`src/rtl/vlsu_sequencer.sv`:
```
// Vector load/store sequencer: spreads one unit-stride or strided vector access across four
// byte-enabled data-memory ports, serving up to four elements per cycle.
module vlsu_sequencer #(
    parameter int ADDR_WIDTH = 10,
    parameter int VLMAX      = 8
) (
    input  logic                         clk,
    input  logic                         rst_n,
    input  logic                         start,
    input  logic                         isStore,
    input  logic [1:0]                   sew,
    input  logic [ADDR_WIDTH-1:0]        baseAddr,
    input  logic [ADDR_WIDTH-1:0]        stride,
    input  logic [$clog2(VLMAX+1)-1:0]   vl,
    input  logic [VLMAX*32-1:0]          storeData,
    output logic                         busy,
    output logic                         done,
    output logic [VLMAX*32-1:0]          loadData,
    output logic [ADDR_WIDTH-1:0]        addr0,
    output logic [ADDR_WIDTH-1:0]        addr1,
    output logic [ADDR_WIDTH-1:0]        addr2,
    output logic [ADDR_WIDTH-1:0]        addr3,
    output logic [2:0]                   writeEnable0,
    output logic [2:0]                   writeEnable1,
    output logic [2:0]                   writeEnable2,
    output logic [2:0]                   writeEnable3,
    output logic [31:0]                  writeData0,
    output logic [31:0]                  writeData1,
    output logic [31:0]                  writeData2,
    output logic [31:0]                  writeData3,
    output logic [2:0]                   readEnable0,
    output logic [2:0]                   readEnable1,
    output logic [2:0]                   readEnable2,
    output logic [2:0]                   readEnable3,
    input  logic [31:0]                  readData0,
    input  logic [31:0]                  readData1,
    input  logic [31:0]                  readData2,
    input  logic [31:0]                  readData3
);
    localparam int VLW = $clog2(VLMAX + 1);
    localparam int IW  = VLW + 1;

    typedef enum logic [1:0] {IDLE = 2'd0, ISSUE = 2'd1, DONE = 2'd2} state_t;

    state_t                  state_r;
    logic [IW-1:0]           idx_r;
    logic                    is_store_r;
    logic [1:0]              sew_r;
    logic [ADDR_WIDTH-1:0]   base_r;
    logic [ADDR_WIDTH-1:0]   stride_r;
    logic [VLW-1:0]          vl_r;
    logic [VLMAX*32-1:0]     data_r;
    logic                    busy_r;
    logic                    done_r;
    logic [VLMAX*32-1:0]     load_r;
    logic [ADDR_WIDTH-1:0]   addr_r [4];
    logic [2:0]              we_r [4];
    logic [2:0]              re_r [4];
    logic [31:0]             wd_r [4];

    logic                    accept_s;
    logic [VLW-1:0]          vl_clamp_s;
    logic                    src_store_s;
    logic [1:0]              src_sew_s;
    logic [ADDR_WIDTH-1:0]   src_base_s;
    logic [ADDR_WIDTH-1:0]   src_stride_s;
    logic [VLW-1:0]          src_vl_s;
    logic [VLMAX*32-1:0]     src_data_s;
    logic [IW-1:0]           nidx_s;
    logic                    drive_s;
    logic [IW-1:0]           elem_s [4];
    logic [ADDR_WIDTH-1:0]   n_addr_s [4];
    logic [2:0]              n_we_s [4];
    logic [2:0]              n_re_s [4];
    logic [31:0]             n_wd_s [4];
    logic [31:0]             rd_s [4];

    function automatic logic [2:0] en_code(input logic [1:0] s);
        case (s)
            2'd0:    en_code = 3'b001;
            2'd1:    en_code = 3'b011;
            default: en_code = 3'b111;
        endcase
    endfunction

    function automatic logic [31:0] sew_mask(input logic [1:0] s);
        case (s)
            2'd0:    sew_mask = 32'h0000_00FF;
            2'd1:    sew_mask = 32'h0000_FFFF;
            default: sew_mask = 32'hFFFF_FFFF;
        endcase
    endfunction

    assign rd_s[0] = readData0;
    assign rd_s[1] = readData1;
    assign rd_s[2] = readData2;
    assign rd_s[3] = readData3;

    // Next port drive: the accept edge launches group 0 from the live inputs, later edges
    // launch the following group from the snapshot.
    always_comb begin
        accept_s   = (state_r == IDLE) && start;
        vl_clamp_s = (vl > VLW'(VLMAX)) ? VLW'(VLMAX) : vl;
        if (accept_s) begin
            src_store_s  = isStore;
            src_sew_s    = sew;
            src_base_s   = baseAddr;
            src_stride_s = stride;
            src_vl_s     = vl_clamp_s;
            src_data_s   = storeData;
            nidx_s       = '0;
            drive_s      = (vl_clamp_s != '0);
        end else begin
            src_store_s  = is_store_r;
            src_sew_s    = sew_r;
            src_base_s   = base_r;
            src_stride_s = stride_r;
            src_vl_s     = vl_r;
            src_data_s   = data_r;
            nidx_s       = idx_r + IW'(4);
            drive_s      = (state_r == ISSUE) && (nidx_s < IW'(vl_r));
        end
        for (int p = 0; p < 4; p++) begin
            elem_s[p] = nidx_s + IW'(p);
            if (drive_s && (elem_s[p] < IW'(src_vl_s))) begin
                n_addr_s[p] = src_base_s + ADDR_WIDTH'(elem_s[p]) * src_stride_s;
                n_we_s[p]   = src_store_s ? en_code(src_sew_s) : 3'b000;
                n_re_s[p]   = src_store_s ? 3'b000 : en_code(src_sew_s);
                n_wd_s[p]   = src_store_s ? src_data_s[32*elem_s[p] +: 32] : 32'h0;
            end else begin
                n_addr_s[p] = '0;
                n_we_s[p]   = 3'b000;
                n_re_s[p]   = 3'b000;
                n_wd_s[p]   = 32'h0;
            end
        end
    end

    // Sequencer state, operand snapshot, load gathering and registered port outputs.
    always_ff @(posedge clk) begin
        if (!rst_n) begin
            state_r    <= IDLE;
            idx_r      <= '0;
            is_store_r <= 1'b0;
            sew_r      <= 2'd0;
            base_r     <= '0;
            stride_r   <= '0;
            vl_r       <= '0;
            data_r     <= '0;
            busy_r     <= 1'b0;
            done_r     <= 1'b0;
            load_r     <= '0;
            for (int p = 0; p < 4; p++) begin
                addr_r[p] <= '0;
                we_r[p]   <= 3'b000;
                re_r[p]   <= 3'b000;
                wd_r[p]   <= 32'h0;
            end
        end else begin
            for (int p = 0; p < 4; p++) begin
                addr_r[p] <= n_addr_s[p];
                we_r[p]   <= n_we_s[p];
                re_r[p]   <= n_re_s[p];
                wd_r[p]   <= n_wd_s[p];
            end
            case (state_r)
                IDLE: begin
                    done_r <= 1'b0;
                    if (start) begin
                        is_store_r <= isStore;
                        sew_r      <= sew;
                        base_r     <= baseAddr;
                        stride_r   <= stride;
                        vl_r       <= vl_clamp_s;
                        data_r     <= storeData;
                        idx_r      <= '0;
                        busy_r     <= 1'b1;
                        if (!isStore) begin
                            load_r <= '0;
                        end
                        state_r <= (vl_clamp_s == '0) ? DONE : ISSUE;
                        done_r  <= (vl_clamp_s == '0);
                    end
                end
                ISSUE: begin
                    // Read data of the group on the ports right now is captured at this edge.
                    for (int p = 0; p < 4; p++) begin
                        if (re_r[p] != 3'b000) begin
                            load_r[32*(idx_r + IW'(p)) +: 32] <= rd_s[p] & sew_mask(sew_r);
                        end
                    end
                    if ((idx_r + IW'(4)) >= IW'(vl_r)) begin
                        state_r <= DONE;
                        done_r  <= 1'b1;
                    end else begin
                        idx_r <= idx_r + IW'(4);
                    end
                end
                DONE: begin
                    done_r  <= 1'b0;
                    busy_r  <= 1'b0;
                    state_r <= IDLE;
                end
                default: begin
                    done_r  <= 1'b0;
                    busy_r  <= 1'b0;
                    state_r <= IDLE;
                end
            endcase
        end
    end

    assign busy         = busy_r;
    assign done         = done_r;
    assign loadData     = load_r;
    assign addr0        = addr_r[0];
    assign addr1        = addr_r[1];
    assign addr2        = addr_r[2];
    assign addr3        = addr_r[3];
    assign writeEnable0 = we_r[0];
    assign writeEnable1 = we_r[1];
    assign writeEnable2 = we_r[2];
    assign writeEnable3 = we_r[3];
    assign writeData0   = wd_r[0];
    assign writeData1   = wd_r[1];
    assign writeData2   = wd_r[2];
    assign writeData3   = wd_r[3];
    assign readEnable0  = re_r[0];
    assign readEnable1  = re_r[1];
    assign readEnable2  = re_r[2];
    assign readEnable3  = re_r[3];

endmodule

```
`config.mk`:
```
export PLATFORM = sky130hd
export DESIGN_NAME = vlsu_sequencer
export DESIGN_NICKNAME = d
export VERILOG_FILES = /design/src/rtl/vlsu_sequencer.sv
export SDC_FILE = /design/constraint.sdc
export NUM_CORES = 1
export LEC_CHECK = 0
export CAP_MARGIN = 20
export CORE_AREA = 2 2 334 336
export CTS_BUF_LIST = sky130_fd_sc_hd__clkbuf_4 sky130_fd_sc_hd__clkbuf_8
export DETAILED_ROUTE_END_ITERATION = 10
export DIE_AREA = 0 0 336 338
export DONT_BUFFER_PORTS = 1
export PLACE_DENSITY = 0.45
export SLEW_MARGIN = 20
export SYNTH_ARGS = -nofsm -noshare
export SYNTH_HDL_FRONTEND = slang
export SYNTH_SLANG_ARGS = --single-unit
```
`constraint.sdc`:
```
create_clock -name clk -period 6.2 [get_ports clk]
set_input_delay 0.62 -clock clk [delete_from_list [all_inputs] [get_ports clk]]
set_output_delay 0.62 -clock clk [all_outputs]
set_load 0.1 [all_outputs]
```
==> results.cfg <==
[place]
place.gp.congestion = 0.841
dp_hpwl_um = 82300
place_inst = 4710
portBuffers = 0

[critical_path]
critical_path.endpoint_type = flop
slowest_delay_ns = 0.56
worstPathMaxFanout = 22
crit_chain = or3b_4, nand2_2, inv_4, xnor2_1, inv_1, nand2_1, fa_1, fa_1, inv_1, fa_1, ha_1, a21oi_1, o21bai_1, a2111oi_0, o21ai_0, mux2i_1
criticalPathCategory = reg -> reg
critical-path-top-delay-family = adder cells
crit_required_ns = 6.91
crit_arrival_ns = 5.93
cp-start-kind = flop
cp_common_cell = fa_1
crit_path_top_delay_cell = or3b_4
path_buf_inv = 3

[clock_tree]
holdBufCountCts = 389
postCtsSetupBuffers = 0
root_buffer = clkbuf_8
cts_resized = 0
insertion_delay_ns = 0.81
cts.sinks = 738
clock_path_buffers = 3
cts_max_level = 4
cts-buffers-inserted = 135
clk_pin_slew_ns = 0.06
cts_tree = done

[timing]
hold_viol_final = 0
fin_crit_sh_pct = 84.1
finalSetupTns_ns = 0
fmax_ghz = 0.192
setup_violations = 0
finClkSkew_ns = 0.0344
layout_min_cycle_time_ns = 5.22
worstMarginPinSlew_ns = 1.51
rsz0062_at_grt = false
slew-limit-headroom_pct = -0.834
slew_viol_final = 27

[drt]
wl_met1_um = 46800
drtAntennaViolNets = 0
drt-total-wl_um = 116000
drc = 0
vias = 25379
wl_met3_um = 10600
met2WireLength_um = 54600
wl_per_cell_um = 21.7
drt_first_pass_iters = 5
first_iter_violations = 1190
vias_per_cell = 4.75
dr.max_layer_used = met5

[power]
power_density_nw_per_um2 = 323
p_sw_mw = 4.00
power_mw = 12.6
swShare_pct = 31.6
vdd_drop_max_mv = 0.175
comb_power_share_pct = 17.7
p_int_mw = 8.63
clkPwrFrac_pct = 39.3
power_frac_seq_pct = 43.1
leakage_nw = 15.0

[global_routing]
grt_first_pass_wirelength_um = 168000
antenna_found_initial = 15
grt_remaining_overflow = 0
track_usage_pct = 19.5
grt_max_degree = 195
grt_pass1_vias = 25237

[finish]
syn_to_final_growth_pct = 26.9
fin_cells = 5339
final_cell_mix = dfxtp_1, nand2_1, a21oi_1, dlygate4sd3_1, nor2_1
final_nets = 4325
layout-drive-gt1-share_pct = 9.32
layout_commonest_cell = dfxtp_1

[die]
floorplan.initialDensity_pct = 28.0
die_w_um = 336
die_area_um2 = 114000
chipHeight_um = 338
core_um2 = 110000
io_pins = 864
num_rows = 122

[synthesis]
ys_seq_area_share_pct = 48.0
synth_cell_types = 58
postSynthAreaPerCell_um2 = 9.09
ys_ff_latch = 738
ys.flop_type = dfxtp_1
synth_area_um2 = 30800
ys_warn_count = 0
syn-instance-count = 3388
synth_area_leaders = dfxtp_1, nand2_1, a21oi_1
synth_edf_count = 0
synth.top_cell.area_share_pct = 48.0
synth_top_cell_by_area = dfxtp_1
synthArstFlopShare_pct = 0

[status]
status = complete, but fails checks
violations = max-slew violations

[run]
maxCapViolCount = 0

[worst_hold_path]
hp-class = in -> reg
[path summary, 6_finish.rpt]
check | start | endpoint | slack (ns) | cells after the start
worst min-delay path | storeData[255] | data_r[255]$_SDFFE_PN0P_ | 0.1 | 2
worst max register to register | state_r[0]$_SDFFE_PN0P_ | addr_r[3][9]$_SDFF_PN0_ | 0.98 | 16
worst max-delay path | state_r[0]$_SDFFE_PN0P_ | addr_r[3][9]$_SDFF_PN0_ | 0.98 | 16
worst min register to register | data_r[27]$_SDFFE_PN0P_ | data_r[27]$_SDFFE_PN0P_ | 0.45 | 2
[synth_stat cells (16+ instances only)]
cell / count
a211oi_2: 40
mux2i_1: 154
nor3_1: 30
inv_1: 123
nor3b_1: 40
buf_2: 18
nand2b_1: 29
clkbuf_1: 199
and2_1: 17
and3b_1: 95
fa_1: 79
a32oi_1: 42
xor2_1: 16
nand2_1: 610
nor2_1: 280
dfxtp_1: 738
a211oi_1: 57
nand3_1: 140
o21ai_0: 39
xnor2_1: 24
ha_1: 83
nor2b_1: 17
a21oi_1: 395
[kinds of logic after synthesis]
family          count (synthesis)  synth area share [%]
simple gates                 1309                  19.8
flops                         738                  48.0
compound gates                610                  12.3
buf+inv                       364                  4.66
fa+ha+maj                     162                  8.51
mux                           155                  5.04
xor+xnor                       48                  1.70
other cells                     2                0.0244
[metrics by stage]
stage / instance area (um2) / util (%) / hold slack, ns / setup WS [ns]
finish: 39100 / 35.5 / 0.0959 / 0.983
global route: 39100 / 35.5 / 0.0381 / 0.613
CTS: 39100 / 35.5 / 0.000391 / 0.962
detailed placement: 32300 / 29.4 / 0.446 / 0.813
global placement: 32300 / 29.3 / 0.441 / 0.926
floorplan: 30900 / - / 0.436 / 0.459
[routing by layer]
layer	up-vias	global-route usage (%)
li1	12148	-
met1	12130	23.0
met2	872	32.2
met3	217	7.53
met4	12	7.12
met5	-	0
[cell type report]
cell class	count	area, um2
Clock buffer	210	2570
Tap cell	1488	1860
Sequential cell	738	14800
Antenna cell	8	20.0
Timing Repair Buffer	437	4330
Multi-Input combinational cell	2311	14800
Clock inverter	21	285
Fill cell	11429	71000
Inverter	126	483
[power groups by stage]
stage	sequential, mW	clock, mW	combinational, mW
2_1_floorplan	5.51	0	1.50
3_3_place_gp	5.54	0	2.00
3_5_place_dp	5.54	0	2.01
4_1_cts	5.44	5.12	2.26
5_1_grt	5.45	5.34	2.50
6_report	5.44	4.96	2.23
[state kept, by name, indices dropped and copies added, names as in the netlist, 3 cells and up]
register	count
data_r	256
loadData	256
wd_r	128
addr_r	40
re_r	12
we_r	12
base_r	10
stride_r	10
vl_r	4
idx_r	3
(Power assumes the default switching activity.)
